**src/rtl/bus_slave_port.sv**
```systemverilog
// Slave-side endpoint of the serial master/slave bus.
// Deserialises address, write_en and write data from the arbiter's per-slave
// lines, performs the access on a local register memory and returns read data
// serially, MSB first, qualified by valid_out. ready is high only in IDLE.
module bus_slave_port #(
  parameter int ADDR_WIDTH   = 4,
  parameter int DATA_WIDTH   = 8,
  parameter int READ_LATENCY = 2,
  parameter int TIMEOUT      = 16
) (
  input  logic clk,
  input  logic reset,
  input  logic address_in,
  input  logic data_in,
  input  logic valid_in,
  input  logic write_en_in,
  output logic ready,
  output logic data_out,
  output logic valid_out
);

  localparam int MAX_W  = (ADDR_WIDTH > DATA_WIDTH) ? ADDR_WIDTH : DATA_WIDTH;
  localparam int CNT_W  = $clog2(MAX_W + 1);
  localparam int IDLE_W = $clog2(TIMEOUT + 1);
  localparam int LAT_W  = $clog2(READ_LATENCY + 1);
  localparam int DEPTH  = 2 ** ADDR_WIDTH;

  // Counter values that mark the final bit / cycle of each phase.
  localparam logic [CNT_W-1:0]  ADDR_LAST = CNT_W'(ADDR_WIDTH - 1);
  localparam logic [CNT_W-1:0]  DATA_LAST = CNT_W'(DATA_WIDTH - 1);
  localparam logic [IDLE_W-1:0] IDLE_LAST = IDLE_W'(TIMEOUT - 1);
  localparam logic [LAT_W-1:0]  LAT_LAST  = LAT_W'(READ_LATENCY - 1);
  localparam bit                ADDR_ONE  = (ADDR_WIDTH == 1);

  typedef enum logic [2:0] {
    S_IDLE,
    S_ADDR,
    S_WDATA,
    S_WRITE,
    S_RWAIT,
    S_RDATA
  } state_t;

  // Control state (reset).
  state_t            state_q, state_d;
  logic [CNT_W-1:0]  bit_cnt_q, bit_cnt_d;
  logic [IDLE_W-1:0] idle_cnt_q, idle_cnt_d;
  logic [LAT_W-1:0]  lat_cnt_q, lat_cnt_d;
  logic              data_out_q, data_out_d;
  logic              valid_out_q, valid_out_d;

  // Datapath state (not reset).
  logic [ADDR_WIDTH-1:0] addr_q, addr_d;
  logic                  we_q, we_d;
  logic [DATA_WIDTH-1:0] wdata_q, wdata_d;
  logic [DATA_WIDTH-1:0] rdata_q, rdata_d;
  logic [DATA_WIDTH-1:0] mem_q [DEPTH];

  logic                  mem_we;
  logic [ADDR_WIDTH-1:0] addr_shift;
  logic [DATA_WIDTH-1:0] wdata_shift;
  logic [DATA_WIDTH-1:0] rdata_shift;
  logic [DATA_WIDTH-1:0] mem_rd;

  // Serial shift helpers: new bits enter at the LSB so the first bit ends up
  // in the MSB once the field is complete; the cast drops the bit shifted out.
  assign addr_shift  = ADDR_WIDTH'({addr_q, address_in});
  assign wdata_shift = DATA_WIDTH'({wdata_q, data_in});
  assign rdata_shift = rdata_q << 1;
  assign mem_rd      = mem_q[addr_q];

  assign ready     = (state_q == S_IDLE);
  assign data_out  = data_out_q;
  assign valid_out = valid_out_q;

  // Next-state and output decode for the transaction FSM.
  always_comb begin
    state_d     = state_q;
    bit_cnt_d   = bit_cnt_q;
    idle_cnt_d  = idle_cnt_q;
    lat_cnt_d   = lat_cnt_q;
    addr_d      = addr_q;
    we_d        = we_q;
    wdata_d     = wdata_q;
    rdata_d     = rdata_q;
    data_out_d  = 1'b0;
    valid_out_d = 1'b0;
    mem_we      = 1'b0;

    case (state_q)
      S_IDLE: begin
        if (valid_in) begin
          addr_d     = addr_shift;
          we_d       = write_en_in;
          idle_cnt_d = '0;
          if (ADDR_ONE) begin
            // A one-bit address is complete on the capture cycle itself.
            bit_cnt_d = '0;
            lat_cnt_d = '0;
            state_d   = write_en_in ? S_WDATA : S_RWAIT;
          end else begin
            bit_cnt_d = CNT_W'(1);
            state_d   = S_ADDR;
          end
        end
      end

      S_ADDR: begin
        if (valid_in) begin
          addr_d     = addr_shift;
          idle_cnt_d = '0;
          if (bit_cnt_q == ADDR_LAST) begin
            bit_cnt_d = '0;
            lat_cnt_d = '0;
            state_d   = we_q ? S_WDATA : S_RWAIT;
          end else begin
            bit_cnt_d = bit_cnt_q + 1'b1;
          end
        end else if (idle_cnt_q == IDLE_LAST) begin
          // Master went silent: abandon the partial transaction.
          state_d    = S_IDLE;
          bit_cnt_d  = '0;
          idle_cnt_d = '0;
        end else begin
          idle_cnt_d = idle_cnt_q + 1'b1;
        end
      end

      S_WDATA: begin
        if (valid_in) begin
          wdata_d    = wdata_shift;
          idle_cnt_d = '0;
          if (bit_cnt_q == DATA_LAST) begin
            bit_cnt_d = '0;
            state_d   = S_WRITE;
          end else begin
            bit_cnt_d = bit_cnt_q + 1'b1;
          end
        end else if (idle_cnt_q == IDLE_LAST) begin
          // Partial write data is discarded; memory is left untouched.
          state_d    = S_IDLE;
          bit_cnt_d  = '0;
          idle_cnt_d = '0;
        end else begin
          idle_cnt_d = idle_cnt_q + 1'b1;
        end
      end

      S_WRITE: begin
        mem_we    = 1'b1;
        bit_cnt_d = '0;
        state_d   = S_IDLE;
      end

      S_RWAIT: begin
        if (lat_cnt_q == LAT_LAST) begin
          // Load the word and present its MSB on the first RDATA cycle.
          rdata_d     = mem_rd;
          data_out_d  = mem_rd[DATA_WIDTH-1];
          valid_out_d = 1'b1;
          bit_cnt_d   = '0;
          lat_cnt_d   = '0;
          state_d     = S_RDATA;
        end else begin
          lat_cnt_d = lat_cnt_q + 1'b1;
        end
      end

      S_RDATA: begin
        if (bit_cnt_q == DATA_LAST) begin
          // Last bit is on the wire now; outputs drop as IDLE begins.
          bit_cnt_d = '0;
          state_d   = S_IDLE;
        end else begin
          bit_cnt_d   = bit_cnt_q + 1'b1;
          rdata_d     = rdata_shift;
          data_out_d  = rdata_shift[DATA_WIDTH-1];
          valid_out_d = 1'b1;
        end
      end

      default: begin
        state_d   = S_IDLE;
        bit_cnt_d = '0;
      end
    endcase
  end

  // Control registers; reset wins in every state.
  always_ff @(posedge clk) begin
    if (reset) begin
      state_q     <= S_IDLE;
      bit_cnt_q   <= '0;
      idle_cnt_q  <= '0;
      lat_cnt_q   <= '0;
      data_out_q  <= 1'b0;
      valid_out_q <= 1'b0;
    end else begin
      state_q     <= state_d;
      bit_cnt_q   <= bit_cnt_d;
      idle_cnt_q  <= idle_cnt_d;
      lat_cnt_q   <= lat_cnt_d;
      data_out_q  <= data_out_d;
      valid_out_q <= valid_out_d;
    end
  end

  // Address, write-data and read-data shift registers.
  always_ff @(posedge clk) begin
    addr_q  <= addr_d;
    we_q    <= we_d;
    wdata_q <= wdata_d;
    rdata_q <= rdata_d;
  end

  // Register memory; a write coinciding with reset is dropped.
  always_ff @(posedge clk) begin
    if (mem_we && !reset) begin
      mem_q[addr_q] <= wdata_q;
    end
  end

endmodule

```
**config.mk**
```make
export PLATFORM = sky130hd
export DESIGN_NAME = bus_slave_port
export DESIGN_NICKNAME = d
export VERILOG_FILES = /design/src/rtl/bus_slave_port.sv
export SDC_FILE = /design/constraint.sdc
export NUM_CORES = 1
export LEC_CHECK = 0
export ABC_AREA = 1
export BUFFER_PORTS_ARGS = -buffer_cell sky130_fd_sc_hd__buf_2
export CELL_PAD_IN_SITES_DETAIL_PLACEMENT = 1
export CELL_PAD_IN_SITES_GLOBAL_PLACEMENT = 2
export CORE_MARGIN = 2
export CORE_UTILIZATION = 40
export DETAILED_ROUTE_END_ITERATION = 10
export GPL_TIMING_DRIVEN = 0
export PLACE_DENSITY_LB_ADDON = 0.1
export SLEW_MARGIN = 25
export SYNTH_ARGS = -nofsm -noshare
export SYNTH_HDL_FRONTEND = slang
export SYNTH_SLANG_ARGS = --single-unit
```
**constraint.sdc**
```tcl
create_clock -name clk -period 4.2 [get_ports clk]
set_clock_uncertainty 0.05 [all_clocks]
set_input_delay 0.42 -clock clk [delete_from_list [all_inputs] [get_ports clk]]
set_output_delay 0.42 -clock clk [all_outputs]
set_load 0.1 [all_outputs]
```
==> results of run 1 <==
cell type report:
class | count | area [um^2] | area share [%]
multi-input cells | 397 | 1843 | 23.07
plain buffers | 25 | 140.1 | 1.754
repair buffers | 15 | 98.84 | 1.237
well taps | 225 | 281.5 | 3.523
inverters | 36 | 140.1 | 1.754
clock buffers | 17 | 425.4 | 5.324
flip-flops and latches | 168 | 4845 | 60.63
clock inverters | 15 | 216.5 | 2.709
sequential cells by signal (all words and copies together) (netlist names), named ones only:
signal and flops:
mem_q 128, wdata_q 8, rdata_q 7, idle_cnt_q 5, addr_q 4, bit_cnt_q 4, state_q 3, lat_cnt_q 2
data_out 1, valid_out 1, we_q 1
Yosys cell counts:
| master | number |
|---|---|
| nand2_1 | 170 |
| edfxtp_1 | 148 |
| nand3_1 | 68 |
| nor2_1 | 55 |
| a21oi_1 | 38 |
| o21ai_0 | 26 |
| inv_1 | 25 |
| dfxtp_1 | 20 |
| buf_2 | 13 |
| nor3_1 | 9 |
| buf_4 | 8 |
| inv_2 | 8 |
| o211ai_1 | 8 |
| nand2_2 | 5 |
| o31ai_1 | 5 |
| clkbuf_1 | 4 |
| nand3_2 | 3 |
| nor2_2 | 3 |
| ha_1 | 2 |
| inv_4 | 2 |
| o21ai_1 | 2 |
| clkinv_1 | 1 |
| nand3_4 | 1 |
| nand4_1 | 1 |
| nor2_4 | 1 |
placed cells by master (no fill, tap or decap), drive strengths merged:
cell type,Yosys,routed
inv,35,40
dfxtp,20,20
clkinvlp,0,4
nand3,72,72
nand2,175,175
ha,2,2
o21ai,28,28
clkinv,1,3
nor3,9,9
o31ai,5,5
buf,21,36
nand4,1,1
bufinv,0,4
a21oi,38,38
nor2,59,59
clkbuf,4,21
o211ai,8,8
edfxtp,148,148
worst register-to-register path: cells and delay by family (launching register included):
family	cells	cell delay, ns
DFF	1	0.45
and+or+nand+nor	4	1.72
cells by family after synthesis:
group / share of synthesized area [%]
AO/OA/AOI/OAI: 6.181
adder cells (fa/ha/maj): 0.3614
buffers and inverters: 4.048
flip-flops: 69.98
AND/OR/NAND/NOR: 19.43
metal layers:
layer	global-route usage [%]	vias up
met5	0	-
met4	7.581	0
met3	4.265	23
met2	35.55	119
met1	32.83	2433
li1	-	2245
stage by stage:
step	hold WS [ns]	power, uW	setup slack (ns)	utilization, %	instance area, um^2
global route	0.09769	5317	1.431	46.68	7990
finish	0.1169	5070	1.612	46.68	7990
floorplan	0.3649	2897	2.125	-	6923
CTS	0.09800	5101	1.550	46.65	7985
detailed placement	0.3834	3405	1.281	42.90	7343
global placement	0.3753	3366	0.7811	42.30	7239
worst max-delay path by stage:
stage | startpoint | to | cells past startpoint
5_1_grt | state_q[0] | mem_q[7][2] | 4
6_report | state_q[0] | mem_q[2][4] | 4
3_3_place_gp | reset | mem_q[5][2] | 4
4_1_cts | state_q[0] | mem_q[6][0] | 4
3_5_place_dp | reset | mem_q[6][5] | 4
2_1_floorplan | reset | mem_q[12][0] | 4
power groups by stage:
stage          registers, uW  logic, uW  clock network [uW]
4_1_cts                 2000       1370                1730
2_1_floorplan           2000        893                   0
6_report                2000       1360                1700
3_3_place_gp            2030       1330                   0
5_1_grt                 2010       1510                1790
3_5_place_dp            2040       1360                   0
==> impl_metrics.toml, run 1 <==
[timing]
period_needed_ns = 2.588
worst_pin_slew_ns = 1.061
max_clock_freq_mhz = 386.4
rsz0062_at_grt = "no"
maxSlewViolCount = 0
setup_viol = 0
slew_headroom_pct = 29.03
fin_crit_sh_pct = 61.63
finalHoldViolCount = 0
setup_tns_ns = 0

[detailed_routing]
drt_wl_total_um = 19800
dr.pass1.iters = 4
drt-met1-wl_um = 9250
ant_nets = 0
dr_total_vias = 4820
wl_per_cell_um = 22.04
met2WireLength_um = 9193
wl_met3_um = 959
highest-signal-layer = "met4"
via_per_inst = 5.367
drtIter0Drc = 351
route.detailed.drc = 0

[min_path]
hold_path.class = "in -> reg"
hold_end = "wdata_q[0]"
holdPathStages = 1
hp-start = "data_in"

[placed_design]
hpwl_um = 13630
gp_congestion = 0.7935
dp_cells = 866
place.port_buffers = 7

[yosys]
synth_cell_type_count = 25
synth_top_area_share_pct = 64.20
ys_seq_area_share_pct = 69.98
netlist_area_um2 = 6923
synth_cells = 626
synthesis.nets = 634
yosys.area.top_type = "edfxtp_1"
avgSynthCellArea_um2 = 11.06
ys_ff_latch = 168
synthTopCellsByArea = "edfxtp_1 (64%), nand2_1 (9.2%), dfxtp_1 (5.8%)"
yosys_warnings = 0

[worst_setup_path]
critPathTopFamily = "simple AND/OR/NAND/NOR gates"
critPathMaxFanout = 8
cp-end-kind = "flop"
crit_path_start_kind = "flop"
path_cells = "nand2_1, nor3_1, nand3_1, nor2_1"
crit_type = "reg -> reg"
r2r_start = "state_q[0]"
regToRegEndpoint = "mem_q[2][4]"
reg2reg_depth = 4
crit_required_ns = 4.20
arrival_ns = 2.58
max_stage_delay_ns = 0.87
r2r_slack_ns = 1.61
slowest_stage = "nor2_1"
path_buf_inv = 0

[final_layout]
final_nets = 668
fin_cells = 898
fill_cells = 1853
area_delta_synth_final_pct = 15.42
final_layout_size_suffix_gt1_share_pct = 15.01
antenna_cells = 0

[grt]
grt_pass1_wl_um = 29950
overflow = 0
antenna_found_initial = 0
grt_max_degree = 18
grt_usage_pct = 22.97
grt_pass1_vias = 4800

[floorplanning]
die_h_um = 135.6
fp.dieArea_um2 = 18380
fp.coreArea_um2 = 17120
start_util_pct = 40.45
ios = 9
dieWidth_um = 135.6
row_count = 48

[clock_network]
cts_tree = "done"
numCtsBuffers = 17
cts.clk_slew.worst_paths_ns = 0.06
cts_setup_buffers = 0
cts-root-buf = "clkbuf_16"
holdBufCountCts = 0
cts_sinks = 168
clock_path_buffers = 2
ctsResizeCount = 0
clkLatencyLatePin_ns = 0.43
htreeDepth = 4

[pwr]
power_density_nw_per_um2 = 634.5
cellLeakagePower_uw = 0.002912
switching_share_pct = 34.89
max-vdd-ir-drop_mv = 0.3468
power_frac_seq_pct = 39.5
p_int_uw = 3301
p_comb_share_pct = 26.9
p_clk_share_pct = 33.6
switching_power_uw = 1769

[outcome]
status = "complete, no violations"

[job]
drv_cap = 0
No activity file was read; power rests on OpenSTA's default activity.
==> inputs of run 2 (changes only) <==
==> constraint.sdc (replaced) <==
create_clock -name clk -period 2.4 [get_ports clk]
set_clock_uncertainty 0.05 [all_clocks]
set_input_delay 0.24 -clock clk [delete_from_list [all_inputs] [get_ports clk]]
set_output_delay 0.24 -clock clk [all_outputs]
set_load 0.1 [all_outputs]
==> run 2 against run 1 <==
Net effect:
- worst hold slack gained 0.038 ns
- routed wire length grew 0.14%
- sequential share of layout area shrank 0.53 points
- critical path depth is the same
- total power grew 75%
- global-route usage grew 0.054 points
- utilization grew 0.41 points
- sequential power grew 76%
- combinational power grew 77%
- clock power grew 75%
==> impl_metrics.toml, run 2 (synthesized netlist as in run 1, its figures left out) <==
[detailed_routing]
dr_total_vias = 4828
drt-met1-wl_um = 9280
wl_per_cell_um = 22.00
highest-signal-layer = "met4"
drtIter0Drc = 366
wl_met3_um = 981
via_per_inst = 5.358
ant_nets = 0
route.detailed.drc = 0
dr.pass1.iters = 4
drt_wl_total_um = 19820
met2WireLength_um = 9125

[final_layout]
final_cell_area_um2 = 8060
largestRegisters = "mem_q: 128 flops, wdata_q: 8 flops, rdata_q: 7 flops"
final_layout_size_suffix_gt1_share_pct = 15.68
antenna_cells = 0
final_common_cell = "nand2_1"
area_delta_synth_final_pct = 16.43
final_nets = 671
final_cell_mix = "nand2_1 (170), edfxtp_1 (148), nand3_1 (68), nor2_1 (49), a21oi_1 (38)"
multiInputGateArea_um2 = 1883
regArea_um2 = 4845
regMostFlops = "mem_q"
final_util_pct = 47.09
fill_cells = 1847
largest_register_ff_count = 128

[timing]
period_needed_ns = 2.367
finalHoldViolCount = 0
worst_pin_slew_ns = 0.9143
maxSlewViolCount = 0
worst_slack_ns = 0.03321
slew_headroom_pct = 38.82
fin_crit_sh_pct = 98.62
setup_viol = 0
rsz0062_at_grt = "yes"
setup_tns_ns = 0
max_clock_freq_mhz = 422.5

[floorplanning]
ios = 9
fp.coreArea_um2 = 17120
dieWidth_um = 135.6
row_count = 48
fp.dieArea_um2 = 18380
start_util_pct = 40.45
die_h_um = 135.6

[min_path]
hp-start = "valid_in"
hold_path.class = "in -> reg"
hold_end = "state_q[1]"
holdPathStages = 5

[worst_setup_path]
crit_required_ns = 2.40
arrival_ns = 2.37
critPathMaxFanout = 8
regToRegEndpoint = "mem_q[11][1]"
r2r_slack_ns = 0.03
crit_type = "reg -> reg"
reg2reg_depth = 4
crit_path_start_kind = "flop"
cp-end-kind = "flop"
r2r_start = "state_q[0]"

[pwr]
switching_power_uw = 3115
power_density_nw_per_um2 = 1104
cellLeakagePower_uw = 0.002962
max-vdd-ir-drop_mv = 0.6096
p_comb_share_pct = 27.1
p_int_uw = 5780
switching_share_pct = 35.02
p_clk_share_pct = 33.4
power_frac_seq_pct = 39.4
power_uw = 8895

[placed_design]
pre_cts_ws_ns = -0.3389
place.port_buffers = 7
dpl_cell_area_um2 = 7343
gp_congestion = 0.7935
hpwl_um = 13630

[clock_network]
cts.clk_slew.worst_paths_ns = 0.06
clkLatencyLatePin_ns = 0.43
cts_setup_buffers = 0
numCtsBuffers = 17
htreeDepth = 4
cts_tree = "done"
cts_sinks = 168
clock_path_buffers = 2
cts-root-buf = "clkbuf_16"

[outcome]
status = "complete, no violations"

[job]
drv_cap = 0

[grt]
antenna_found_initial = 0
overflow = 0
grt_pass1_wl_um = 30020
grt_pass1_vias = 4816
grt_max_degree = 18
grt_usage_pct = 23.03
run 2: cell count changes in the layout (fill, tap and decap cells not counted), sizes merged:
cell,before,now
dlygate4sd3,0,3
run 2: metal layers:
metal	vias up	track usage, %
met3	25	4.415
met1	2430	32.78
met5	-	0
met2	123	35.52
li1	2250	-
met4	0	7.928
run 2: worst max-delay path by stage:
| stage | from | end | cells past startpoint |
|---|---|---|---|
| 2_1_floorplan | state_q[0] | bit_cnt_q[0] | 11 |
| 3_3_place_gp | reset | mem_q[5][2] | 4 |
| 3_5_place_dp | reset | mem_q[6][5] | 4 |
| 4_1_cts | state_q[0] | mem_q[11][0] | 4 |
| 5_1_grt | state_q[0] | mem_q[3][4] | 4 |
| 6_report | state_q[0] | mem_q[11][1] | 4 |
run 2: metrics by stage:
step                      instances  hold WS, ns
final                           901       0.1546
after CTS                       901       0.1387
after global routing            901       0.1567
after global placement          858       0.3687
after detailed placement        866       0.3704
after floorplan                 626       0.2889
run 2: cell type report:
cell class	count	area share (%)
Inverter	36	1.739
Multi-Input combinational cell	397	23.36
Clock buffer	17	5.278
Sequential cell	168	60.11
Buffer	25	1.739
Clock inverter	15	2.686
Tap cell	225	3.493
Timing Repair Buffer	18	1.599
run 2: timing repair:
| action | in CTS | in global routing |
|---|---|---|
| endpoints found under the setup margin | 78 | 16 |
| endpoints found under the hold margin | 4 | 0 |
| resized for setup | 11 | 0 |
| hold buffers | 3 | 0 |
run 2: power by group through the flow:
| stage | clock network (uW) | registers [uW] | logic, uW |
|---|---|---|---|
| 2_1_floorplan | 0 | 3510 | 1560 |
| 3_3_place_gp | 0 | 3560 | 2330 |
| 3_5_place_dp | 0 | 3570 | 2390 |
| 4_1_cts | 3020 | 3510 | 2420 |
| 5_1_grt | 3130 | 3520 | 2670 |
| 6_report | 2970 | 3510 | 2410 |
run 2: worst max-delay path, cell delays in order, from the launching register on:
cell	delay, ns
dfxtp_1	0.45
nand2_1	0.10
nor3_2	0.34
nand3_1	0.28
nor2_1	0.77
